File: src/rtl/selector_frame_packer.sv
// Packs four in-order selector bytes into a 32-bit frame with a registered byte sum.
// Optional FRAME_PACKER_PARITY_EN adds a registered even-parity output for the frame.
module selector_frame_packer #(
  parameter int LANES = 4
) (
  input  logic               clk,
  input  logic               Reset,
  input  logic               in_valid,
  input  logic [1:0]         select,
  input  logic [7:0]         result,
  input  logic               out_ready,
  output logic               out_valid,
  output logic [LANES*8-1:0] frame,
  output logic [9:0]         frame_sum,
  output logic               seq_err,
  output logic [7:0]         drop_cnt
`ifdef FRAME_PACKER_PARITY_EN
  ,
  output logic               frame_parity
`endif
);

  logic [1:0]         exp_lane_q, exp_lane_d;
  logic [7:0]         stage_q [LANES];
  logic [7:0]         stage_d [LANES];
  logic               seq_err_q, seq_err_d;
  logic               out_valid_q, out_valid_d;
  logic [LANES*8-1:0] frame_q, frame_d;
  logic [9:0]         sum_q, sum_d;
  logic [7:0]         drop_q, drop_d;
  logic               complete;
  logic               load;
  logic [LANES*8-1:0] new_frame;

  function automatic logic [9:0] lane_sum(input logic [LANES*8-1:0] f);
    logic [9:0] s;
    s = '0;
    for (int i = 0; i < LANES; i++) s = s + 10'(f[i*8 +: 8]);
    return s;
  endfunction

  function automatic logic [7:0] sat_inc(input logic [7:0] c);
    return (c == 8'hFF) ? c : c + 8'd1;
  endfunction

  // Staging: an out-of-order lane restarts the frame; a lane 0 restart keeps its byte.
  always_comb begin
    exp_lane_d = exp_lane_q;
    seq_err_d  = 1'b0;
    complete   = 1'b0;
    for (int i = 0; i < LANES; i++) stage_d[i] = stage_q[i];
    if (in_valid) begin
      if (select == exp_lane_q) begin
        stage_d[select] = result;
        exp_lane_d      = exp_lane_q + 2'd1;
        complete        = (select == 2'd3);
      end else begin
        seq_err_d  = 1'b1;
        exp_lane_d = 2'd0;
        for (int i = 0; i < LANES; i++) stage_d[i] = 8'h00;
        if (select == 2'd0) begin
          stage_d[0] = result;
          exp_lane_d = 2'd1;
        end
      end
    end
    new_frame = '0;
    for (int i = 0; i < LANES; i++) new_frame[i*8 +: 8] = stage_d[i];
  end

  // Output register: a completed frame loads if the slot is empty or draining, else it is dropped.
  always_comb begin
    out_valid_d = out_valid_q;
    frame_d     = frame_q;
    sum_d       = sum_q;
    drop_d      = drop_q;
    load        = 1'b0;
    if (complete) begin
      if (!out_valid_q || out_ready) begin
        load        = 1'b1;
        out_valid_d = 1'b1;
        frame_d     = new_frame;
        sum_d       = lane_sum(new_frame);
      end else begin
        drop_d = sat_inc(drop_q);
      end
    end else if (out_valid_q && out_ready) begin
      out_valid_d = 1'b0;
    end
  end

  always_ff @(posedge clk or posedge Reset) begin
    if (Reset) begin
      exp_lane_q  <= 2'd0;
      seq_err_q   <= 1'b0;
      out_valid_q <= 1'b0;
      frame_q     <= '0;
      sum_q       <= '0;
      drop_q      <= '0;
      for (int i = 0; i < LANES; i++) stage_q[i] <= 8'h00;
    end else begin
      exp_lane_q  <= exp_lane_d;
      seq_err_q   <= seq_err_d;
      out_valid_q <= out_valid_d;
      frame_q     <= frame_d;
      sum_q       <= sum_d;
      drop_q      <= drop_d;
      for (int i = 0; i < LANES; i++) stage_q[i] <= stage_d[i];
    end
  end

`ifdef FRAME_PACKER_PARITY_EN
  logic parity_q;
  always_ff @(posedge clk or posedge Reset) begin
    if (Reset) parity_q <= 1'b0;
    else if (load) parity_q <= ^new_frame;
  end
  assign frame_parity = parity_q;
`endif

  assign out_valid = out_valid_q;
  assign frame     = frame_q;
  assign frame_sum = sum_q;
  assign seq_err   = seq_err_q;
  assign drop_cnt  = drop_q;

endmodule

File: config.mk
export PLATFORM = sky130hd
export DESIGN_NAME = selector_frame_packer
export DESIGN_NICKNAME = d
export VERILOG_FILES = /design/src/rtl/selector_frame_packer.sv
export SDC_FILE = /design/constraint.sdc
export NUM_CORES = 1
export LEC_CHECK = 0
export CAP_MARGIN = 20
export CORE_MARGIN = 8
export CORE_UTILIZATION = 40
export CTS_CLUSTER_DIAMETER = 30
export DETAILED_ROUTE_END_ITERATION = 8
export SYNTH_ARGS = -nofsm -noshare
export SYNTH_HDL_FRONTEND = slang
export SYNTH_SLANG_ARGS = --single-unit
File: constraint.sdc
create_clock -name clk -period 9 [get_ports clk]
set_input_delay 1.35 -clock clk [delete_from_list [all_inputs] [get_ports clk]]
set_output_delay 1.35 -clock clk [all_outputs]
set_load 0.1 [all_outputs]
# Word-level counts from Yosys, hierarchy flattened
# Cells that the tools add are included.
# word_totals
input_bits	14
out_inout_bits	52
regBits	86
word_cells	48
# op_classes
n_mux	15
eq_ne	4
addsub	5
n_reduce_logical	9
order_cmp	2
bitwise_logic	3
# op_table
cell	count
32-bit 2-to-1 mux	2
32-bit bitwise mux	1
8-bit demux with 2-bit select	1
8-bit 2-to-1 mux	2
10-bit by 8-bit adder with 10-bit output	1
9-bit by 8-bit adder with 10-bit output	1
8-bit by 8-bit adder with 9-bit output	1
8-bit by 1-bit adder with 8-bit output (second input constant)	1
8-bit equality test (second input constant)	1
1-bit 2-to-1 mux	8
2-bit AND reduction	2
3-bit >= comparator (second input constant)	1
3-bit by 1-bit < comparator with 1-bit output (second input constant)	1
2-bit NOT with 3-bit output	1
3-bit AND reduction	1
2-bit by 1-bit adder with 2-bit output (second input constant)	1
2-bit equality test	1
2-bit equality test (second input constant)	1
1-bit logical AND	2
2-bit logical NOT	1
2-bit 2-to-1 mux	1
2-bit by 1-bit inequality test with 1-bit output (second input constant)	1
1-bit NOT	2
2-bit nonzero test	1
other kinds (2)	2

# Logic depth before layout (Yosys ltp)
# Gate-level depths: netlist of run 1.
# logic_depth
depth_word	11
mapped_depth	15

# Worst setup path before layout of run 1
# No wires, ideal clock.
# synth_path
kind	input to register
start	input select[1]
end	register sum_q[9], in the netlist frame_sum[9]
path_buffers	2
arrival_time_ns	4.608
path_slack_ns	4.263
t_required_ns	8.871
stages	13
cell_sequence	buf_4 > xnor2_1 > a21boi_4 > buf_6 > a21oi_1 > fa_1 > fa_1 > ha_1 > fa_1 > a211oi_1 > o21ai_0 > and3_1 > o41a_1
# synth_rtl
item	line_no	text
start, declared	9	input logic [1:0] select,
end signal, assigned	106	sum_q <= sum_d;
end, declared	29	logic [9:0] sum_q, sum_d;

==> results.yml, run 1 <==
status:
  status: "finished clean"
cells_and_area:
  antennaDiodeCount: 0
  areaGrowthSynthToFinish_pct: 22.1
  layout-drive-gt1-share_pct: 14.6
  final_cells: 585
  nNetsFinal: 481
  fin_util_pct: 49.2
sta:
  fin_crit_sh_pct: 58.8
  relSlewSlack_pct: 33.2
  rsz0062_at_grt: "false"
  setup_tns_ps: 0
  worstMarginPinSlew_ps: 998
  whs_ps: 484
  slew_violations: 0
  finClkSkew_ps: 15.1
  fin_crit_ps: 5290
  fmax_ghz: 0.189
  hold_viol: 0
  setup_viol: 0
  setup_ws_ps: 3710
grt:
  grt_pass1_wl_mm: 15.2
  overflow: 0
  grt_pass1_vias: 2955
  grt_usage_pct: 13.3
  grt_max_degree: 87
  grt_antenna_before_repair: 0
yosys:
  ys_ff_latch: 86
  synth-xor-area-share_pct: 2.86
  netlist_area_mm2: 0.00429
  synthTopCellsByArea: "dfrtp_1 50%, fa_1 7.5%, mux2_2 7.1%"
  syn_nets: 416
  synth_mux_area_share_pct: 10.8
  synth_top_area_share_pct: 50.2
  ys.flop_type: "dfrtp_1"
  synth-edff-count: 0
  synth_compound_area_share_pct: 8.37
  ys_types: 45
  synthCells: 376
  synthAdderAreaFrac_pct: 10.4
  yosysWarnings: 0
  synth-simple-area-share_pct: 11.1
  ys_seq_area_share_pct: 50.2
  synthArstFlopShare_pct: 100
  yosysTopAreaCell: "dfrtp_1"
  synth_top_family_by_area: "simple AND/OR/NAND/NOR gates"
  syn_avg_cell_area_um2: 11.4
power:
  switchingPower_uw: 419
  p_int_uw: 627
  swShare_pct: 40.1
  clockPowerShare_pct: 23.1
  leakagePower_nw: 2.55
  power_density_mw_per_mm2: 200
  share_seq_of_total_power_pct: 41.8
  peakVddDrop_mv: 0.0830
  p_comb_share_pct: 35.1
placement:
  place_ws_ps: 3380
  gp_congestion: 0.753
  port_buffers: 65
  dp_cells: 569
  dpl.hpwl_mm: 6.30
die:
  core-area_mm2: 0.0107
  row_count: 38
  initial_core_util_pct: 40.3
  boundaryPins: 66
  die_area_mm2: 0.0143
  die_w_um: 120
  fp.dieH_um: 120
critical_path:
  cp.required_ps: 9240
  setup.reg_to_reg.worst_slack_ps: 5010
  cp_max_fo: 11
  cp-start-kind: "input port"
  r2r_start: "exp_lane_q[1]$_DFFE_PP0P_"
  worstPathArrival_ps: 5540
  critPathKind: "in2reg"
  rr_worst_depth: 12
  end_kind: "flop"
  timing.rr.end: "frame_sum[9]$_DFFE_PP0P_"
clocking:
  cts_resized: 0
  path_clk_slew_ps: 90
  worstSkewPairLatency_ps: 360
  cts_sinks: 86
  postCtsHoldBufs: 0
  cts_setup_buffers: 0
  cts_root_buf: "clkbuf_8"
  htree_levels: 3
  cts_buffers: 9
  clockBufferDepth: 2
  cts_tree: "done"
drt:
  ant_nets: 0
  first_pass_iters: 6
  initialDrtViolationCount: 62
  vias: 2803
  wl_per_cell_um: 15.1
  vias_per_cell: 4.79
  drc: 0
  routed_wl_mm: 8.81
worst_hold_path:
  whs_path_depth: 2
  hold_start: "frame_sum[1]$_DFFE_PP0P_"
  worst_hold_path_type: "reg2reg"
  holdPathEnd: "frame_sum[1]$_DFFE_PP0P_"
job:
  maxCapViolations: 0
-- synth_stat cells, types with 3 or more instances --
library cell  count
ha_1             10
xor2_1            3
a21oi_1          12
nand2_1          53
inv_1            42
nor2_2            4
buf_6             4
nand3_1           5
mux2i_1          16
fa_1             16
o21ai_0          16
buf_4             3
buf_2             7
mux2_2           27
o21ai_1           3
nand3b_1          3
dfrtp_1          86
nand4_1           4
a2bb2oi_2         4
xnor2_1          11
nor2_1           16
-- power groups by stage --
| stage | clock network (mW) | logic, mW | registers (mW) |
|---|---|---|---|
| final | 0.242 | 0.367 | 0.437 |
| after CTS | 0.249 | 0.370 | 0.438 |
| after floorplan | 0 | 0.124 | 0.606 |
| after global placement | 0 | 0.367 | 0.445 |
| after detailed placement | 0 | 0.368 | 0.446 |
| after global routing | 0.265 | 0.396 | 0.442 |
-- sequential cells by signal (all words and copies together), names as in the netlist --
signal      flops
frame          32
stage_q        32
frame_sum      10
drop_cnt        8
exp_lane_q      2
out_valid       1
seq_err         1
-- stage by stage --
step	cell area, µm²	total power, mW
after floorplan	4290	0.729
after global placement	5040	0.813
after detailed placement	5040	0.814
after CTS	5210	1.06
after global routing	5240	1.10
final	5240	1.05
-- routing by layer --
metal / up-vias / share of wire, % / GRT usage [%]
met5: - / 0 / 0
met4: 0 / 1.8 / 6.25
met3: 12 / 5.3 / 3.71
met2: 52 / 45 / 19.8
met1: 1367 / 48 / 17.6
li1: 1372 / - / -
-- cell type report --
type                            instances  area, µm²
Fill cell                            1005       5420
Sequential cell                        86       2150
Multi-Input combinational cell        232       1880
Timing Repair Buffer                   70        708
Tap cell                              140        175
Inverter                               42        159
Clock buffer                           11        141
Clock inverter                          4       23.8
-- logic make-up after synthesis --
family	count (synthesis)
multiplexers	43
XOR/XNOR	14
AO/OA/AOI/OAI	50
adder cells (fa/ha/maj)	26
flip-flops	86
buffers and inverters	58
AND/OR/NAND/NOR	99
-- worst max path at each step --
stage                     startpoint                        to  slack [ps]  depth (start not counted)
final                       in_valid  frame_sum[9]$_DFFE_PP0P_        3710                         12
after global routing        in_valid  frame_sum[9]$_DFFE_PP0P_        3430                         12
after CTS                   in_valid  frame_sum[9]$_DFFE_PP0P_        3750                         12
after detailed placement    in_valid  frame_sum[9]$_DFFE_PP0P_        3380                         12
after global placement     select[0]  frame_sum[9]$_DFFE_PP0P_        3480                         12
after floorplan            select[1]  frame_sum[9]$_DFFE_PP0P_        4260                         13
-- cell usage in the layout, fill, tap and decap left out, types with 11 or more instances in the layout --
cell and n:
o21ai_0 16, mux2_2 27, inv_1 41, dfrtp_1 86, nor2_1 16, nand2_1 53
a21oi_1 12, mux2i_1 16, xnor2_1 11, clkdlybuf4s50_1 65, fa_1 16
-- critical path, stage by stage --
cell	delay [ps]
clkdlybuf4s50_1	620
and3_1	630
nand2_1	120
a21oi_1	310
fa_1	470
fa_1	470
ha_1	250
fa_1	430
a211oi_1	240
o21ai_0	130
and3_1	200
o41a_1	310
(Power assumes the default switching activity.)
==> inputs of run 2 (changes only) <==
Clock period 9 ns to 4.6 ns, I/O delays scaled along.
==> results.yml, run 2 (synthesis gave the netlist of run 1 again) <==
placement:
  dp_cells: 589
  dpl.hpwl_mm: 6.90
  gp_congestion: 0.806
  placed_cell_area_mm2: 0.00519
  port_buffers: 65
critical_path:
  path_delay_family: "adder cells"
  cp_max_fo: 12
  crit_buf_inv: 4
  end_kind: "flop"
  max_stage_delay_ps: 630
  cp-start-kind: "input port"
  worstPathArrival_ps: 4570
  setup.reg_to_reg.worst_slack_ps: 770
  cp_cell_sequence: "clkdlybuf4s50_1 > xnor2_1 > a21boi_4 > buf_4 > a21oi_1 > fa_1 > inv_1 > fa_1 > inv_1 > ha_1 > a211oi_1 > o21ai_0 > and3_1 > o41a_1"
  slowest_stage: "clkdlybuf4s50_1"
  critPathKind: "in2reg"
  cp.required_ps: 4850
sta:
  relSlewSlack_pct: 34.4
  fin_crit_sh_pct: 93.9
  setup_viol: 0
  worstMarginPinSlew_ps: 982
  hold_viol: 0
  fin_crit_ps: 4320
  slew_violations: 0
  finClkSkew_ps: 9.66
  rsz0062_at_grt: "false"
  fmax_ghz: 0.231
die:
  die_w_um: 120
  fp.dieH_um: 120
  core-area_mm2: 0.0107
  die_area_mm2: 0.0143
  initial_core_util_pct: 40.3
  row_count: 38
  boundaryPins: 66
clocking:
  cts_tree: "done"
  clockBufferDepth: 2
  path_clk_slew_ps: 90
  worstSkewPairLatency_ps: 360
  cts_setup_buffers: 0
  cts_root_buf: "clkbuf_8"
  cts_resized: 0
  htree_levels: 3
  cts_buffers: 9
  cts_sinks: 86
  postCtsHoldBufs: 0
drt:
  vias_per_cell: 4.70
  drc: 0
  ant_nets: 0
  wl_per_cell_um: 15.2
  initialDrtViolationCount: 62
  routed_wl_mm: 9.20
  vias: 2839
  first_pass_iters: 4
grt:
  grt_pass1_vias: 3054
  grt_pass1_wl_mm: 15.5
  grt_max_degree: 45
  overflow: 0
  grt_antenna_before_repair: 0
  grt_usage_pct: 13.5
status:
  status: "finished clean"
cells_and_area:
  fin_util_pct: 51.0
  postLayoutCellArea_mm2: 0.00543
  nNetsFinal: 500
  antennaDiodeCount: 0
  layout-drive-gt1-share_pct: 18.3
  layout_common_cells: "86 x dfrtp_1, 65 x clkdlybuf4s50_1, 53 x nand2_1"
  final_common_cell: "dfrtp_1"
  areaGrowthSynthToFinish_pct: 26.5
  final_cells: 604
power:
  peakVddDrop_mv: 0.197
  report.power.total_mw: 2.22
  leakagePower_nw: 2.67
  power_density_mw_per_mm2: 409
job:
  maxCapViolations: 0
worst_hold_path:
  worst_hold_path_type: "reg2reg"
==> run 2: worst reg2reg max path, stage by stage, from the launching register on <==
cell and delay, ps:
dfrtp_1 460, xnor2_1 190, a21boi_4 350, buf_4 280, a21oi_1 100, fa_1 550, inv_1 60, fa_1 500
inv_1 40, ha_1 350, a211oi_1 210, o21ai_0 140, and3_1 190, o41a_1 310
==> run 2: where the power goes <==
part	internal [mW]	total, mW	leakage (nW)	switching (mW)
logic	0.208	0.732	1.37	0.524
clock network	0.358	0.631	0.115	0.274
registers	0.823	0.857	1.18	0.0345
total	1.39	2.22	2.67	0.832
==> run 2: layout make-up <==
cell class / instances / area, µm²
fill: 985 / 5220
sequential: 86 / 2150
multi-input combinational: 232 / 1880
timing repair buffer: 89 / 831
tap: 140 / 175
inverter: 42 / 159
clock buffer: 9 / 124
clock inverter: 6 / 111
==> run 2: per-stage QoR <==
| step | hold slack (ps) | worst slack, ps | setup TNS [ps] |
|---|---|---|---|
| 3_5_place_dp | 467 | -91.7 | -148 |
| 6_report | 480 | 278 | 0 |
| 4_1_cts | 488 | 295 | 0 |
| 3_3_place_gp | 463 | -24.0 | -24.0 |
| 5_1_grt | 512 | 72.0 | 0 |
| 2_1_floorplan | 509 | 523 | 0 |
==> run 2: path summary, 6_finish.rpt <==
| check | from | cells past startpoint | to |
|---|---|---|---|
| max | select[1] | 14 | frame_sum[9]$_DFFE_PP0P_ |
| min reg2reg | frame_sum[1]$_DFFE_PP0P_ | 2 | frame_sum[1]$_DFFE_PP0P_ |
| max reg2reg | exp_lane_q[0]$_DFFE_PP0P_ | 13 | frame_sum[9]$_DFFE_PP0P_ |
| max in group asynchronous | Reset | 3 | frame[8]$_DFFE_PP0P_ |
| min | frame_sum[1]$_DFFE_PP0P_ | 2 | frame_sum[1]$_DFFE_PP0P_ |
| min in group asynchronous | Reset | 2 | frame[30]$_DFFE_PP0P_ |
==> run 2: per-layer routing <==
layer	wire, µm	track usage (%)	vias to the layer above	share of wire (%)
li1	-	-	1406	-
met3	545	4.46	10	5.9
met1	4370	17.3	1372	47
met4	162	5.23	0	1.8
met5	0	0	-	0
met2	4120	20.8	51	45
